File: src/rtl/add_seq_pkg.sv
// Shared encodings for the sequential digit-serial adder: FSM states and op-mode constants.
package add_seq_pkg;

  typedef enum logic [1:0] {
    IDLE = 2'b00,
    RUN  = 2'b01,
    DONE = 2'b10
  } state_t;

  localparam logic OP_ADD = 1'b0;
  localparam logic OP_SUB = 1'b1;

endpackage

File: src/rtl/add_dbit.sv
// Combinational W-bit ripple-carry adder used as the per-cycle digit datapath.
module add_dbit #(
  parameter int W = 4
) (
  input  logic         ci,
  input  logic [W-1:0] x,
  input  logic [W-1:0] y,
  output logic [W-1:0] r,
  output logic         co
);

  logic [W:0] c;

  // NOTE: blocking assignments here are deliberate; each carry feeds the next bit within the same evaluation.
  always_comb begin
    c[0] = ci;
    for (int i = 0; i < W; i++) begin
      r[i]     = x[i] ^ y[i] ^ c[i];
      c[i+1]   = (x[i] & y[i]) | (c[i] & (x[i] ^ y[i]));
    end
  end

  assign co = c[W];

endmodule

File: src/rtl/add_seq_nbit.sv
// Digit-serial N-bit adder/subtractor: one D-bit digit per cycle, 4-phase req/ack handshake.
module add_seq_nbit #(
  parameter int N = 8,
  parameter int D = 4
) (
  input  logic         clk,
  input  logic         rst,
  input  logic         req,
  input  logic         op,
  input  logic         ci,
  input  logic [N-1:0] x,
  input  logic [N-1:0] y,
  output logic         ack,
  output logic [N-1:0] r,
  output logic         co,
  output logic         ovf
);
  import add_seq_pkg::*;

  localparam int NDIG = N / D;
  localparam int CW   = $clog2(NDIG + 1);
  localparam logic [CW-1:0] LAST = CW'(NDIG - 1);

  if (D < 1 || D > N || (N % D) != 0) begin : g_bad_params
    $error("add_seq_nbit: N must be a positive multiple of D");
  end

  state_t          state, state_next;
  logic [CW-1:0]   cnt;
  logic [N-1:0]    xs, ys;
  logic            carry;
  logic            x_msb, y_msb;
  logic [N-1:0]    y_eff;
  logic [D-1:0]    dsum;
  logic            dco;
  logic            last_digit;
  logic [N-1:0]    r_shift;

  assign y_eff      = (op == OP_SUB) ? ~y : y;
  assign last_digit = (cnt == LAST);
  // New digit enters at the top of r so the full result lands in place after NDIG shifts.
  assign r_shift    = (r >> D) | (N'(dsum) << (N - D));

  add_dbit #(.W(D)) u_digit (
    .ci (carry),
    .x  (xs[D-1:0]),
    .y  (ys[D-1:0]),
    .r  (dsum),
    .co (dco)
  );

  // NOTE: next-state is defaulted to the current state first so no path through this block infers a latch.
  always_comb begin
    state_next = state;
    case (state)
      IDLE:    if (req)        state_next = RUN;
      RUN:     if (last_digit) state_next = DONE;
      DONE:    if (!req)       state_next = IDLE;
      default:                 state_next = IDLE;
    endcase
  end

  always_ff @(posedge clk) begin
    if (rst) begin
      state <= IDLE;
      cnt   <= '0;
      xs    <= '0;
      ys    <= '0;
      carry <= 1'b0;
      x_msb <= 1'b0;
      y_msb <= 1'b0;
      ack   <= 1'b0;
      r     <= '0;
      co    <= 1'b0;
      ovf   <= 1'b0;
    end else begin
      state <= state_next;
      case (state)
        IDLE: if (req) begin
          xs    <= x;
          ys    <= y_eff;
          carry <= (op == OP_SUB) ? 1'b1 : ci;
          x_msb <= x[N-1];
          y_msb <= y_eff[N-1];
          cnt   <= '0;
        end
        RUN: begin
          r     <= r_shift;
          carry <= dco;
          xs    <= xs >> D;
          ys    <= ys >> D;
          cnt   <= cnt + 1'b1;
          if (last_digit) begin
            ack <= 1'b1;
            co  <= dco;
            // Operand MSBs were captured at start because the operand registers have shifted away.
            ovf <= (x_msb == y_msb) && (dsum[D-1] != x_msb);
          end
        end
        DONE: if (!req) ack <= 1'b0;
        default: ;
      endcase
    end
  end

endmodule

File: config.mk
export PLATFORM = sky130hd
export DESIGN_NAME = add_seq_nbit
export DESIGN_NICKNAME = d
export VERILOG_FILES = /design/src/rtl/add_seq_pkg.sv /design/src/rtl/add_dbit.sv /design/src/rtl/add_seq_nbit.sv
export SDC_FILE = /design/constraint.sdc
export NUM_CORES = 1
export LEC_CHECK = 0
export CORE_ASPECT_RATIO = 0.6
export CORE_MARGIN = 1
export CORE_UTILIZATION = 45
export CTS_CLUSTER_DIAMETER = 150
export CTS_CLUSTER_SIZE = 30
export DETAILED_ROUTE_END_ITERATION = 10
export GPL_TIMING_DRIVEN = 1
export PLACE_DENSITY = 0.8
export SLEW_MARGIN = 15
export SYNTH_ARGS = -nofsm -noshare
export SYNTH_HDL_FRONTEND = slang
export SYNTH_SLANG_ARGS = --single-unit
File: constraint.sdc
create_clock -name clk -period 3.8 [get_ports clk]
set_input_delay 0.38 -clock clk [delete_from_list [all_inputs] [get_ports clk]]
set_output_delay 0.38 -clock clk [all_outputs]
set_load 0.01 [all_outputs]
---- Word level (Yosys, flattened, before mapping) ----
Index checks and enable logic that the tools add are counted.
operators by class
  $add $sub $neg .......................... 1
  mux-type cells .......................... 17
  bitwise gates (word level) .............. 22
  equality and inequality tests ........... 8
  reduce and logical (&&, ||, !) cells .... 9
operators by type and width
  kind                                                 count
  one-hot mux 8 bit (2 select lines)                   2
  2-to-1 mux 8 bit                                     3
  AND 1 bit                                            8
  2-to-1 mux 2 bit                                     4
  inverter 8 bit                                       1
  bitwise OR 4 x 8 -> 8 bit                            1
  bitwise XOR 1 bit                                    8
  != test 2 bit, second input constant                 3
  one-hot mux 2 bit (3 select lines)                   1
  AND reduction 2 bit                                  3
  AND reduction 3 bit                                  2
  equality test 2 x 1 -> 1 bit, second input constant  2
  2-to-1 mux 1 bit                                     4
  bitwise OR 1 bit                                     4
  one-hot mux 1 bit (2 select lines)                   2
  one-hot mux 2 bit (2 select lines)                   1
  nonzero test 2 bit                                   2
  adder 2 x 1 -> 2 bit, second input constant          1
  equality test 2 bit, second input constant           1
  logical NOT 2 bit                                    1
  equality test 1 bit                                  1
  logical AND 1 bit                                    1
  != test 1 bit                                        1
storage, ports and cells
  logic and storage cells ................. 68
  output and inout port bits .............. 11
  bits in registers ....................... 34
  input port bits ......................... 21

---- Logic depth before layout (Yosys ltp) ----
Gate-level depths: netlist (run 1).
  depth after elaboration ................. 10
  gate-level depth with buffers ........... 9
  mapped depth without buffers ............ 9

---- Cells and area by module ----
From an unflattened synthesis (run 1), not the netlist that was laid out.
second synthesis, totals
  cells, all modules ...................... 191
  area total of the unflattened synthesis .. 1,656.6 µm²
modules (own cells, without submodules)
  module        sequential area each (µm²)  times used  area an instance (µm²)  cells an instance
  add_seq_nbit  680.7                       1           1,539.0                 177
  add_dbit      0.0                         1           117.6                   14

---- Least setup slack after synthesis (run 1) ----
OpenSTA, ideal clock, no wires.
  path type ............................... reg2reg
  start ................................... register carry
  end ..................................... register ovf
  path buffers ............................ 0
  clock period less this slack ............ 2,376 ps
  path slack .............................. 1,424 ps
  required time ........................... 3,714 ps
  cell stages (with the launch flop) ...... 10
  library setup time ...................... 86 ps
  arrival time ............................ 2,291 ps
  cells stage by stage .................... dfxtp_1 fa_1 inv_1 fa_1 inv_1 fa_1 inv_1 fa_1 o311a_1 a211oi_1
on the way
  cells in the longest elaborated chain, start to end .. 9
RTL lines
  what                    RTL line            source
  from (decl)             add_seq_nbit.sv:31  logic carry;
  from (signal assigned)  add_seq_nbit.sv:82  carry <= (op == OP_SUB) ? 1'b1 : ci;
  from (signal assigned)  add_seq_nbit.sv:89  carry <= dco;
  AND 1 bit               add_dbit.sv:19      c[i+1] = (x[i] & y[i]) | (c[i] & (x[i] ^ y[i]));
  bitwise OR 1 bit        add_dbit.sv:19
  AND 1 bit               add_dbit.sv:19
  bitwise OR 1 bit        add_dbit.sv:19
  AND 1 bit               add_dbit.sv:19
  bitwise OR 1 bit        add_dbit.sv:19
  bitwise XOR 1 bit       add_dbit.sv:18      r[i] = x[i] ^ y[i] ^ c[i];
  != test 1 bit           add_seq_nbit.sv:97  ovf <= (x_msb == y_msb) && (dsum[D-1] != x_msb);
  logical AND 1 bit       add_seq_nbit.sv:97
  to (signal assigned)    add_seq_nbit.sv:97
  to (decl)               add_seq_nbit.sv:16  output logic ovf
Every way passes these cells.
A chain may end at the register's enable or synchronous reset.

---- Final worst setup path (run 1) ----
Ends and elaborated chain as after synthesis.

==> results of run 1 <==
## registers in the layout (all words and copies together) (netlist names), 2 cells and up
register  count
r             8
xs            8
ys            8
cnt           2
state         2
## power groups by stage
stage	Clock (W)	Sequential, W	Combinational [W]
after floorplan	0	0.000408	0.0000930
after global placement	0	0.000410	0.000138
after detailed placement	0	0.000412	0.000142
after CTS	0.000315	0.000403	0.000143
after global routing	0.000331	0.000407	0.000158
final	0.000309	0.000404	0.000142
## cell usage after synthesis
master	number
dfxtp_1	34
nand2_1	21
nor2_1	21
a21oi_1	17
inv_1	8
clkbuf_1	5
nand3_1	5
a221o_1	4
buf_2	4
fa_1	4
xnor2_1	4
xor2_1	4
a211oi_1	3
a22oi_1	3
buf_6	3
nor3_1	3
a2111oi_0	2
mux2i_1	2
nor4_1	2
o21a_1	2
o21ai_0	2
a22o_1	1
a2bb2oi_1	1
a311oi_1	1
buf_1	1
ha_1	1
nand2b_1	1
nand3b_1	1
nor2b_1	1
nor3_2	1
nor3b_1	1
nor3b_2	1
o21ba_2	1
o21bai_1	1
o311a_1	1
or3b_1	1
## worst max-delay path, cell delays in order (launching register included)
cell and delay [ns]:
dfxtp_1 0.33, fa_1 0.42, inv_1 0.08, fa_1 0.15
inv_1 0.05, fa_1 0.35, inv_1 0.08, fa_1 0.45
o311a_1 0.31, a211oi_1 0.23
## per-stage QoR
step           setup WS [ns]  instance area, um2  total power (W)  cells  util, %
2_1_floorplan          1.424                1505        0.0005007    168        -
3_3_place_gp           1.367                1799        0.0005475    229    59.54
3_5_place_dp           1.264                1799        0.0005537    229    59.54
4_1_cts                1.250                1909        0.0008617    237    63.19
5_1_grt                1.111                1909        0.0008960    237    63.19
6_report               1.261                1909        0.0008553    237    63.19
## per-layer routing
| metal | global-route usage, % | vias to the layer above |
|---|---|---|
| met5 | 0 | - |
| met3 | 6.602 | 7 |
| met2 | 32.32 | 49 |
| met1 | 23.92 | 577 |
| li1 | - | 623 |
| met4 | 11.54 | 0 |
## cell type report
| cell class | count | area (um2) |
|---|---|---|
| fill | 260 | 1112 |
| multi-input combinational | 113 | 718.2 |
| sequential | 34 | 680.7 |
| timing repair buffer | 32 | 317.8 |
| clock buffer | 8 | 110.1 |
| tap | 42 | 52.55 |
| inverter | 8 | 30.03 |
## final timing paths
check | start | to | slack [ns] | cells past startpoint
worst max-delay path | carry$_SDFFE_PP0P_ | ovf$_SDFFE_PP0P_ | 1.26 | 9
worst min-delay path | r[1]$_SDFFE_PP0P_ | r[1]$_SDFFE_PP0P_ | 0.45 | 2
worst max register to register | carry$_SDFFE_PP0P_ | ovf$_SDFFE_PP0P_ | 1.26 | 9
worst min register to register | r[1]$_SDFFE_PP0P_ | r[1]$_SDFFE_PP0P_ | 0.45 | 2
## logic make-up (layout without fill, tap and decap cells)
| group | count (synthesis) | after routing | synth area share, % |
|---|---|---|---|
| compound gates | 39 | 39 | 17.71 |
| xor+xnor | 8 | 8 | 4.655 |
| fa+ha+maj | 5 | 5 | 6.151 |
| buf+inv | 21 | 48 | 7.066 |
| flops | 34 | 34 | 45.22 |
| mux | 2 | 2 | 1.330 |
| simple gates | 59 | 59 | 17.87 |
==> out/results.ini, run 1 <==
[status]
outcome = complete, no violations

[power]
p_clk_share_pct = 36.1
power.net_switching_w = 0.0002187
p_leak_nw = 0.7001
swShare_pct = 25.57
power.density_mw_per_mm2 = 447.9
p_comb_share_pct = 16.7
p_int_w = 0.0006365
peakVddDrop_uv = 247.0
seqPwrFrac_pct = 47.2

[layout]
finalNetCount = 220
antenna_cells = 0
layout_commonest_cell = dfxtp_1
layout_common_cells = dfxtp_1, clkdlybuf4s50_1, nor2_1, nand2_1, a21oi_1
syn_to_final_growth_pct = 26.85
drive_above_1_share_pct = 6.154

[global_route]
antenna_found_initial = 0
grt_pass1_wl_um = 5071
grt_pass1_vias = 1127
grt_max_degree = 20
grt.total_usage_pct = 19.76
grt-ovfl-total = 0

[logic_synthesis]
synth_area_mm2 = 0.001505
postSynthCellCount = 168
synth_area_leaders = dfxtp_1, a21oi_1, fa_1
synth_seq_cells = 34
yosysSeqAreaShare_pct = 45.22
avgSynthCellArea_um2 = 8.959
yosysTopAreaCellShare_pct = 45.22
synth.distinct_cells = 36
synthesis.nets = 194
synth_top_cell_by_area = dfxtp_1
yosys_warnings = 0

[sta]
slew_headroom_pct = 34.39
hold_ws_ns = 0.4535
fin_setup_tns_ns = 0
max_freq_ghz = 0.3939
fin_crit_sh_pct = 66.81
slew_violations = 0
finClkSkew_ns = 0.002208
setup_violations = 0
worst_pin_slew_ns = 0.9822
rsz0062_at_grt = no
finalHoldViolations = 0
period_minus_slack_ns = 2.539

[clock_tree]
clk_pin_slew_worst_paths_ns = 0.06
max-clock-path-buffers = 2
clock_latency_ns = 0.29
post-cts-setup-buffers = 0
h-tree-depth = 2
cts.sinks = 34
root_buffer = clkbuf_8
hold_buffers = 0
cts_made_buffers = 5
cts_resized = 0
cts_tree = built

[route]
drc = 0
highest_layer = met4
first_pass_iters = 4
detail-route-antenna-nets = 0
drtIter0Drc = 56
wl_per_cell_um = 13.19
drt_wl_total_um = 3126
wl_met3_um = 195
routed_via_density = 5.300
wl_met2_um = 1390
dr_total_vias = 1256
wl_met1_um = 1489

[floorplan]
core_mm2 = 0.003022
io_pins = 32
die_h_um = 46.80
start_util_pct = 49.81
fp.dieW_um = 76.67
dieArea_mm2 = 0.003588
row_count = 15

[min_path]
hp-class = reg2reg

[placed_design]
place_congestion = 0.8870
dpl.hpwl_um = 2321
io_buffer_count = 31

[critical_path]
crit_fanout = 3
worstPathRequired_ns = 4.00
worst_setup_path_start_kind = flip-flop
crit_type = reg2reg
worst_setup_path_end_kind = flip-flop
cp.arrival_ns = 2.74

[run]
cap_violations = 0

(Power assumes the default switching activity.)
==> run 2, diff against run 1 <==
clock period = 2.5 ns   (was 3.8 ns; I/O delays follow)
==> out/results.ini, run 2 (synthesis gave the netlist of run 1 again) <==
[route]
dr_total_vias = 1299  ; +3.4%
first_pass_iters = 4  ; unchanged
drc = 0  ; unchanged
drt_wl_total_um = 3372  ; +7.9%
wl_per_cell_um = 14.05  ; +6.5%
drtIter0Drc = 44  ; -21%
routed_via_density = 5.413  ; +2.1%
detail-route-antenna-nets = 0  ; unchanged

[critical_path]
slowest_delay_ns = 0.40  ; -0.05 ns
worstPathRequired_ns = 2.71  ; -1.29 ns
crit_fanout = 2  ; -1
worst_setup_path_start_kind = flip-flop
worst_setup_path_end_kind = flip-flop
crit_start = carry$_SDFFE_PP0P_
cp.arrival_ns = 2.63  ; -0.11 ns
worstPathCellList = fa_2 > inv_2 > fa_1 > inv_1 > fa_2 > inv_2 > fa_1 > o311a_1 > a211oi_2
crit_type = reg2reg
critPathSlowestCell = fa_1
worstReg2RegStart = carry$_SDFFE_PP0P_

[status]
outcome = complete, no violations

[clock_tree]
cts_made_buffers = 5  ; unchanged
clock_latency_ns = 0.29  ; about the same
max-clock-path-buffers = 2  ; unchanged
root_buffer = clkbuf_8
clk_pin_slew_worst_paths_ns = 0.07  ; about the same
cts.sinks = 34  ; unchanged
cts_tree = built
h-tree-depth = 2  ; unchanged

[min_path]
hp-start = r[0]$_SDFFE_PP0P_
hp-class = reg2reg

[floorplan]
core_mm2 = 0.003022  ; unchanged
io_pins = 32  ; unchanged
die_h_um = 46.80  ; unchanged
fp.dieW_um = 76.67  ; unchanged
dieArea_mm2 = 0.003588  ; unchanged
row_count = 15  ; unchanged
start_util_pct = 49.81  ; unchanged

[sta]
fin_setup_tns_ns = 0  ; unchanged
max_freq_ghz = 0.4136  ; +5.0%
finClkSkew_ns = 0.006620  ; +0.004412 ns
worst_pin_slew_ns = 0.6184  ; -0.3638 ns
period_minus_slack_ns = 2.418  ; -0.1213 ns
setup_violations = 0  ; unchanged
slew_headroom_pct = 58.77  ; +24 points
slew_violations = 0  ; unchanged
finalHoldViolations = 0  ; unchanged
fin_crit_sh_pct = 96.70  ; +30 points
rsz0062_at_grt = no

[layout]
antenna_cells = 0  ; unchanged
finalNetCount = 223  ; +1.4%
layout_commonest_cell = dfxtp_1
stdcell_count = 240  ; +1.3%
reg.largest.list = r x8, xs x8, ys x8
syn_to_final_growth_pct = 29.09
layout_common_cells = dfxtp_1, clkdlybuf4s50_1, nor2_1, nand2_1, a21oi_1
drive_above_1_share_pct = 11.11  ; +5.0 points

[placed_design]
place_congestion = 0.8996  ; +1.4%
dpl.hpwl_um = 2566  ; +11%
dp_cells = 231  ; +0.87%
io_buffer_count = 31  ; unchanged

[global_route]
grt.total_usage_pct = 21.24  ; +1.5 points
antenna_found_initial = 0  ; unchanged
grt-ovfl-total = 0  ; unchanged
grt_pass1_vias = 1188  ; +5.4%
grt_max_degree = 17  ; -15%
grt_pass1_wl_um = 5533  ; +9.1%

[power]
peakVddDrop_uv = 375.2  ; +52%
p_leak_nw = 0.7131  ; +1.9%
power.density_mw_per_mm2 = 686.2  ; +53%

[run]
cap_violations = 0  ; unchanged

==> run 2: repair_timing <==
item                                    CTS  global route
gates resized for setup                   6             1
buffers inserted                          1             0
endpoints found under the setup margin    1             1
hold buffers                              0             0
pin swaps                                 2             1
==> run 2: path summary, 6_finish.rpt <==
check                            to  slack (ns)  cells past startpoint
setup / recovery   ovf$_SDFFE_PP0P_        0.08                      9
hold / removal    r[0]$_SDFFE_PP0P_        0.46                      2
setup reg to reg   ovf$_SDFFE_PP0P_        0.08                      9
hold reg to reg   r[0]$_SDFFE_PP0P_        0.46                      2
==> run 2: area by class of cell <==
| class | count | area, um2 |
|---|---|---|
| Inverter | 8 | 30.03 |
| Clock buffer | 5 | 68.82 |
| Clock inverter | 3 | 40.04 |
| Timing Repair Buffer | 35 | 340.3 |
| Sequential cell | 34 | 683.2 |
| Multi-Input combinational cell | 113 | 728.2 |
| Tap cell | 42 | 52.55 |
| Fill cell | 255 | 1079 |
==> run 2: per-stage QoR <==
step	cell area, um2	worst slack (ns)	util, %	total power, W	hold slack, ns
after floorplan	1505	0.1238	-	0.0007611	0.3983
after global placement	1814	0.06441	60.04	0.0008363	0.4402
after detailed placement	1814	-0.06868	60.04	0.0008497	0.4486
after CTS	1942	0.03961	64.27	0.001343	0.4582
after global routing	1943	0.01496	64.31	0.001401	0.4776
final	1943	0.08240	64.31	0.001333	0.4568
==> run 2: layer usage <==
layer | global-route usage, % | part of all wire, % | up-vias
li1 | - | - | 635
met1 | 25.39 | 45 | 597
met2 | 35.36 | 46 | 58
met3 | 7.767 | 7.8 | 9
met4 | 10.77 | 1.6 | 0
met5 | 0 | 0 | -
==> run 2: report_power, final <==
| group | internal (W) | leakage (nW) | switching [W] |
|---|---|---|---|
| logic | 0.000116 | 0.376 | 0.000114 |
| registers | 0.000583 | 0.279 | 0.0000337 |
| clock network | 0.000293 | 0.0579 | 0.000193 |
==> run 2: worst max-delay path: cells and delay by family (launching register included) <==
family | cells | cell delay [ns]
fa+ha+maj | 4 | 1.28
flops | 1 | 0.34
compound gates | 2 | 0.53
buf+inv | 3 | 0.19
